[config.mk]
export PLATFORM = sky130hd
export DESIGN_NAME = serial_subtractor_32_bit
export DESIGN_NICKNAME = d
export VERILOG_FILES = /design/src/rtl/alu_pkg.sv /design/src/rtl/full_adder.sv /design/src/rtl/slice_subtractor.sv /design/src/rtl/serial_subtractor_32_bit.sv
export SDC_FILE = /design/constraint.sdc
export NUM_CORES = 1
export LEC_CHECK = 0
export CAP_MARGIN = 20
export CELL_PAD_IN_SITES_DETAIL_PLACEMENT = 1
export CELL_PAD_IN_SITES_GLOBAL_PLACEMENT = 1
export CORE_UTILIZATION = 40
export CTS_CLUSTER_DIAMETER = 50
export CTS_CLUSTER_SIZE = 30
export DETAILED_ROUTE_END_ITERATION = 10
export DONT_BUFFER_PORTS = 1
export PLACE_DENSITY_LB_ADDON = 0.1
export SETUP_SLACK_MARGIN = 0.5
export SKIP_LAST_GASP = 1
export SYNTH_ARGS = -nofsm -noshare
export SYNTH_HDL_FRONTEND = slang
export SYNTH_HIERARCHICAL = 1
export SYNTH_SLANG_ARGS = --single-unit
[constraint.sdc]
create_clock -name clk -period 5 [get_ports clk]
set_input_delay 1.25 -clock clk [delete_from_list [all_inputs] [get_ports clk]]
set_output_delay 1.25 -clock clk [all_outputs]
set_load 0.02 [all_outputs]
[src/rtl/alu_pkg.sv]
// Shared ALU definitions: default datapath width, sequencer state encoding and
// slice-count helper used by the multi-cycle arithmetic blocks.
package alu_pkg;

  localparam int unsigned DATA_W_DEF = 32;

  typedef enum logic [1:0] {
    IDLE = 2'd0,
    RUN  = 2'd1,
    DONE = 2'd2
  } state_e;

  function automatic int unsigned slice_count(input int unsigned data_w,
                                              input int unsigned slice_w);
    return data_w / slice_w;
  endfunction

endpackage

[src/rtl/full_adder.sv]
// Single-bit full adder cell.
module full_adder (
  input  logic a_i,
  input  logic b_i,
  input  logic cin_i,
  output logic sum_o,
  output logic cout_o
);

  assign sum_o  = a_i ^ b_i ^ cin_i;
  assign cout_o = (a_i & b_i) | (a_i & cin_i) | (b_i & cin_i);

endmodule

[src/rtl/slice_subtractor.sv]
// W-bit ripple slice computing a + nb + cin, where nb is the already-inverted
// subtrahend slice; chain depth is W full-adder stages.
module slice_subtractor #(
  parameter int unsigned W = 4
) (
  input  logic [W-1:0] a_i,
  input  logic [W-1:0] nb_i,
  input  logic         cin_i,
  output logic [W-1:0] sum_o,
  output logic         cout_o
);

  logic [W:0] c;

  assign c[0] = cin_i;

  for (genvar i = 0; i < W; i++) begin : g_bit
    full_adder u_fa (
      .a_i    (a_i[i]),
      .b_i    (nb_i[i]),
      .cin_i  (c[i]),
      .sum_o  (sum_o[i]),
      .cout_o (c[i+1])
    );
  end

  assign cout_o = c[W];

endmodule

[src/rtl/serial_subtractor_32_bit.sv]
// Multi-cycle two's-complement subtractor: one SLICE_W-bit slice of a - b per
// clock with a carry register between slices; results/flags held until next op.
module serial_subtractor_32_bit
  import alu_pkg::*;
#(
  parameter int unsigned DATA_W  = DATA_W_DEF,
  parameter int unsigned SLICE_W = 4
) (
  input  logic              clk,
  input  logic              rst,
  input  logic              start,
  input  logic [DATA_W-1:0] a,
  input  logic [DATA_W-1:0] b,
  output logic              ready,
  output logic              done,
  output logic [DATA_W-1:0] diff,
  output logic              borrow,
  output logic              overflow,
  output logic              zero,
  output logic              negative
);

  localparam int unsigned N   = slice_count(DATA_W, SLICE_W);
  localparam int unsigned KW  = (N > 1) ? $clog2(N) : 1;
  localparam int unsigned MSB = DATA_W - 1;

  if ((DATA_W % SLICE_W) != 0) begin : g_width_check
    $error("DATA_W must be a multiple of SLICE_W");
  end

  state_e            state_q;
  logic [KW-1:0]     k_q;
  logic              carry_q;
  logic [DATA_W-1:0] op_a_q;
  logic [DATA_W-1:0] op_nb_q;
  logic [DATA_W-1:0] res_q;
  logic [DATA_W-1:0] diff_q;
  logic              borrow_q;
  logic              overflow_q;
  logic              zero_q;
  logic              negative_q;

  logic [SLICE_W-1:0] slice_a;
  logic [SLICE_W-1:0] slice_nb;
  logic [SLICE_W-1:0] slice_sum;
  logic               slice_cout;
  logic [DATA_W-1:0]  res_d;
  logic               overflow_d;
  logic               last_slice;

  always_comb begin
    slice_a  = op_a_q[k_q*SLICE_W +: SLICE_W];
    slice_nb = op_nb_q[k_q*SLICE_W +: SLICE_W];
  end

  slice_subtractor #(
    .W (SLICE_W)
  ) u_slice (
    .a_i    (slice_a),
    .nb_i   (slice_nb),
    .cin_i  (carry_q),
    .sum_o  (slice_sum),
    .cout_o (slice_cout)
  );

  // res_d merges the slice being produced this cycle, so the final edge can
  // load the complete difference straight into the output registers.
  always_comb begin
    res_d = res_q;
    res_d[k_q*SLICE_W +: SLICE_W] = slice_sum;
    overflow_d = (op_a_q[MSB] == op_nb_q[MSB]) & (res_d[MSB] != op_a_q[MSB]);
    last_slice = (k_q == KW'(N - 1));
  end

  always_ff @(posedge clk) begin
    if (rst) begin
      state_q    <= IDLE;
      k_q        <= '0;
      carry_q    <= 1'b0;
      op_a_q     <= '0;
      op_nb_q    <= '0;
      res_q      <= '0;
      diff_q     <= '0;
      borrow_q   <= 1'b0;
      overflow_q <= 1'b0;
      zero_q     <= 1'b0;
      negative_q <= 1'b0;
    end else begin
      case (state_q)
        IDLE: begin
          if (start) begin
            op_a_q  <= a;
            op_nb_q <= ~b;
            carry_q <= 1'b1;
            k_q     <= '0;
            state_q <= RUN;
          end
        end
        RUN: begin
          res_q   <= res_d;
          carry_q <= slice_cout;
          if (last_slice) begin
            k_q        <= '0;
            state_q    <= DONE;
            diff_q     <= res_d;
            borrow_q   <= ~slice_cout;
            overflow_q <= overflow_d;
            zero_q     <= (res_d == '0);
            negative_q <= res_d[MSB];
          end else begin
            k_q <= k_q + KW'(1);
          end
        end
        DONE: state_q <= IDLE;
        default: state_q <= IDLE;
      endcase
    end
  end

  assign ready    = (state_q == IDLE);
  assign done     = (state_q == DONE);
  assign diff     = diff_q;
  assign borrow   = borrow_q;
  assign overflow = overflow_q;
  assign zero     = zero_q;
  assign negative = negative_q;

endmodule

==> impl_metrics.env <==
export IMPL_placementRows=44
export IMPL_die_area_mm2=0.01562
export IMPL_timing_fmax_mhz=238.7
export IMPL_postCtsHoldBufs=0
export IMPL_slew_limit_headroom_pct=37.05
export IMPL_htree_levels=4
export IMPL_timing_critical_path_required_ns=5.31
export IMPL_grt_setup_unrepaired="no"
export IMPL_insertion_delay_ns=0.42
export IMPL_drcViolationCount=14
export IMPL_power_leakage_uw=0.002493
export IMPL_period_utilisation_layout_pct=83.78
export IMPL_synth_top_family_by_area="simple AND/OR/NAND/NOR gates"
export IMPL_vias=4864
export IMPL_fin_nets=751
export IMPL_final_antenna_net_count=0
export IMPL_drt_vias_per_instance=5.578
export IMPL_critical_path_startpoint_category="flip-flop"
export IMPL_clock_skew_ns=0.005970
export IMPL_final_cells=872
export IMPL_cts_buffers_inserted=17
export IMPL_timing_hold_worst_start="op_a_q[19]"
export IMPL_max_cap_viol_count=0
export IMPL_tightest_slew_ns=0.9443
export IMPL_n_antenna_cell=0
export IMPL_finalSetupTns_ns=0
export IMPL_xor_xnor_fraction_of_synth_area_pct=0.1448
export IMPL_outcome="finished with violations"
export IMPL_synth_compound_area_share_pct=15.76
export IMPL_startpoint="k_q[0]"
export IMPL_postLayoutSetupSlackWorst_ns=0.8110
export IMPL_cts_sinks=137
export IMPL_critical_path_class="flip-flop to flip-flop"
export IMPL_final_cell_mix="dfxtp_1, nand2_1, nor2_1"
export IMPL_drtPass1Iterations=7
export IMPL_core_area_mm2=0.01464
export IMPL_drive_above_1_share_pct=11.19
export IMPL_antenna_found_initial=0
export IMPL_syn_num_nets=776
export IMPL_die_y_um=125.0
export IMPL_place_hpwl_um=10820
export IMPL_grt_pass1_wl_um=26360
export IMPL_gp_congestion=0.7677
export IMPL_pre_cts_slack_ns=0.4457
export IMPL_numPortBuffers=0
export IMPL_ys_seq_area_share_pct=45.34
export IMPL_synthToLayoutAreaGrowth_pct=11.79
export IMPL_final_common_cell="dfxtp_1"
export IMPL_clockBufferDepth=2
export IMPL_drt_iter0_markers=251
export IMPL_cts_tree="done"
export IMPL_overflow_left_after_global_routing=0
export IMPL_final_routed_wirelength_um=16010
export IMPL_post_synth_and_or_nand_nor_area_fraction_pct=20.35
export IMPL_finalHoldViolCount=0
export IMPL_synthMuxAreaShare_pct=11.60
export IMPL_number_of_placed_i_o_pins=105
export IMPL_clk_transition_reported_paths_ns=0.05
export IMPL_finalCoreUtilization_pct=46.18
export IMPL_crit_fanout=12
export IMPL_worst_hold_class="flip-flop to flip-flop"
export IMPL_synth_edf_count=0
export IMPL_yosys_register_bits=137
export IMPL_floorplan_initialDensity_pct=41.31
export IMPL_yosysWarningCount=6
export IMPL_root_buffer="clkbuf_16"
export IMPL_grt_start_max_net_pins=139
export IMPL_dominantRegCellSynth="dfxtp_1"
export IMPL_first_global_vias=5046
export IMPL_die_w_um=125.0
export IMPL_endpoint_kind="flip-flop"
export IMPL_synthesis_area_per_instance_um2=8.642
export IMPL_post_drt_wl_per_cell_um=18.36
export IMPL_reg2reg_from="k_q[0]"
export IMPL_mappedNetlistArea_mm2=0.006050
export IMPL_report_final_slew_viol_count=0
export IMPL_worst_ep_arrival_time_ns=4.50
export IMPL_peakVddDrop_uv=231.8
export IMPL_placedCellCount=833
export IMPL_postSynth_asyncResetShare_pct=0
export IMPL_powerDensity_mw_per_mm2=393.2
export IMPL_syn_inst=700
export IMPL_synthAdderAreaFrac_pct=2.358
export IMPL_report_final_setup_viol=0
export IMPL_violations_in_the_final_reports="design-rule violations"
export IMPL_period_needed_ns=4.189
export IMPL_groute_usage_overall_pct=21.36
export IMPL_synth_distinct_cells=48
## synthesized netlist by cell type (2+ instances only)
cell / instances / area, µm²
nor4_1: 4 / 25.02
o21ai_0: 10 / 50.05
clkbuf_1: 50 / 187.7
mux2i_1: 33 / 330.3
nor2b_1: 4 / 25.02
a21oi_1: 61 / 305.3
dfxtp_1: 137 / 2743
nand3b_1: 2 / 15.01
a211oi_1: 60 / 450.4
nor2_1: 101 / 379.1
buf_2: 5 / 25.02
or2_2: 3 / 18.77
nand2b_1: 3 / 18.77
fa_1: 4 / 80.08
nand4_1: 6 / 37.54
mux4_2: 16 / 360.4
nor3_1: 7 / 35.03
nand2_1: 126 / 473.0
a311oi_1: 8 / 70.07
inv_1: 3 / 11.26
buf_1: 6 / 22.52
ha_1: 5 / 62.56
nand3_1: 15 / 75.07
nand4b_1: 2 / 17.52
and2_1: 6 / 37.54
## final cells by class
| class | instances | area [µm²] |
|---|---|---|
| clock buffers | 24 | 491.7 |
| clock inverters | 8 | 92.59 |
| fillers | 1700 | 7881 |
| inverters | 4 | 15.01 |
| multi-input cells | 496 | 3043 |
| flip-flops and latches | 137 | 2748 |
| well taps | 184 | 230.2 |
| repair buffers | 19 | 142.6 |
## critical path: stages, from the launching register on
cell and delay (ns):
dfxtp_4 0.44, mux4_2 0.51, nand2_1 0.08, nand2_1 0.09, fa_1 0.44, fa_1 0.40, fa_1 0.40, fa_1 0.62
and2_2 0.30, mux2i_1 0.16, or3_1 0.35, a311oi_1 0.29
## per-stage QoR
| stage | area [µm²] | hold WS (ns) | total power, µW |
|---|---|---|---|
| 6_report | 6763 | 0.4551 | 2659 |
| 5_1_grt | 6763 | 0.4681 | 2766 |
| 4_1_cts | 6709 | 0.4506 | 2680 |
| 3_5_place_dp | 6121 | 0.4424 | 1435 |
| 3_3_place_gp | 6121 | 0.4379 | 1425 |
| 2_1_floorplan | 6050 | 0.4331 | 1379 |
## logic make-up after synthesis
kind of cell,after synthesis
AO/OA/AOI/OAI,148
XOR/XNOR,1
adder cells (fa/ha/maj),9
buffers and inverters,67
flip-flops,137
multiplexers,50
AND/OR/NAND/NOR,288
## sequential cells by signal, summed over array words and instances, names as in the netlist
name	cells
diff	32
op_a_q	32
op_nb_q	32
carry_q	1
state_q	2
overflow	1
res_q	32
borrow	1
k_q	3
zero	1
## path summary, 6_finish.rpt
kind           endpoint  cells after the start  slack, ns
max            overflow                     11       0.81
min          op_a_q[19]                      2       0.46
max reg2reg    overflow                     11       0.81
min reg2reg  op_a_q[19]                      2       0.46
## repair_timing
action,4_1_cts,5_1_grt
setup buffers,0,7
resized for setup,2,1
setup endpoints to repair,1,1
hold endpoints to repair,0,0
pin swaps,0,0
## power breakdown
part	switching, µW	internal (µW)
Sequential	32.7	1140
Combinational	148	99.2
Clock	460	783
Total	641	2020
## layer usage
layer | routed length [µm] | vias to the layer above | track usage [%]
li1 | - | 2398 | -
met1 | 7286 | 2340 | 26.64
met2 | 7812 | 104 | 36.31
met3 | 650 | 22 | 4.750
met4 | 257 | 0 | 7.604
met5 | 0 | - | 0
No activity file was read; power rests on OpenSTA's default activity.
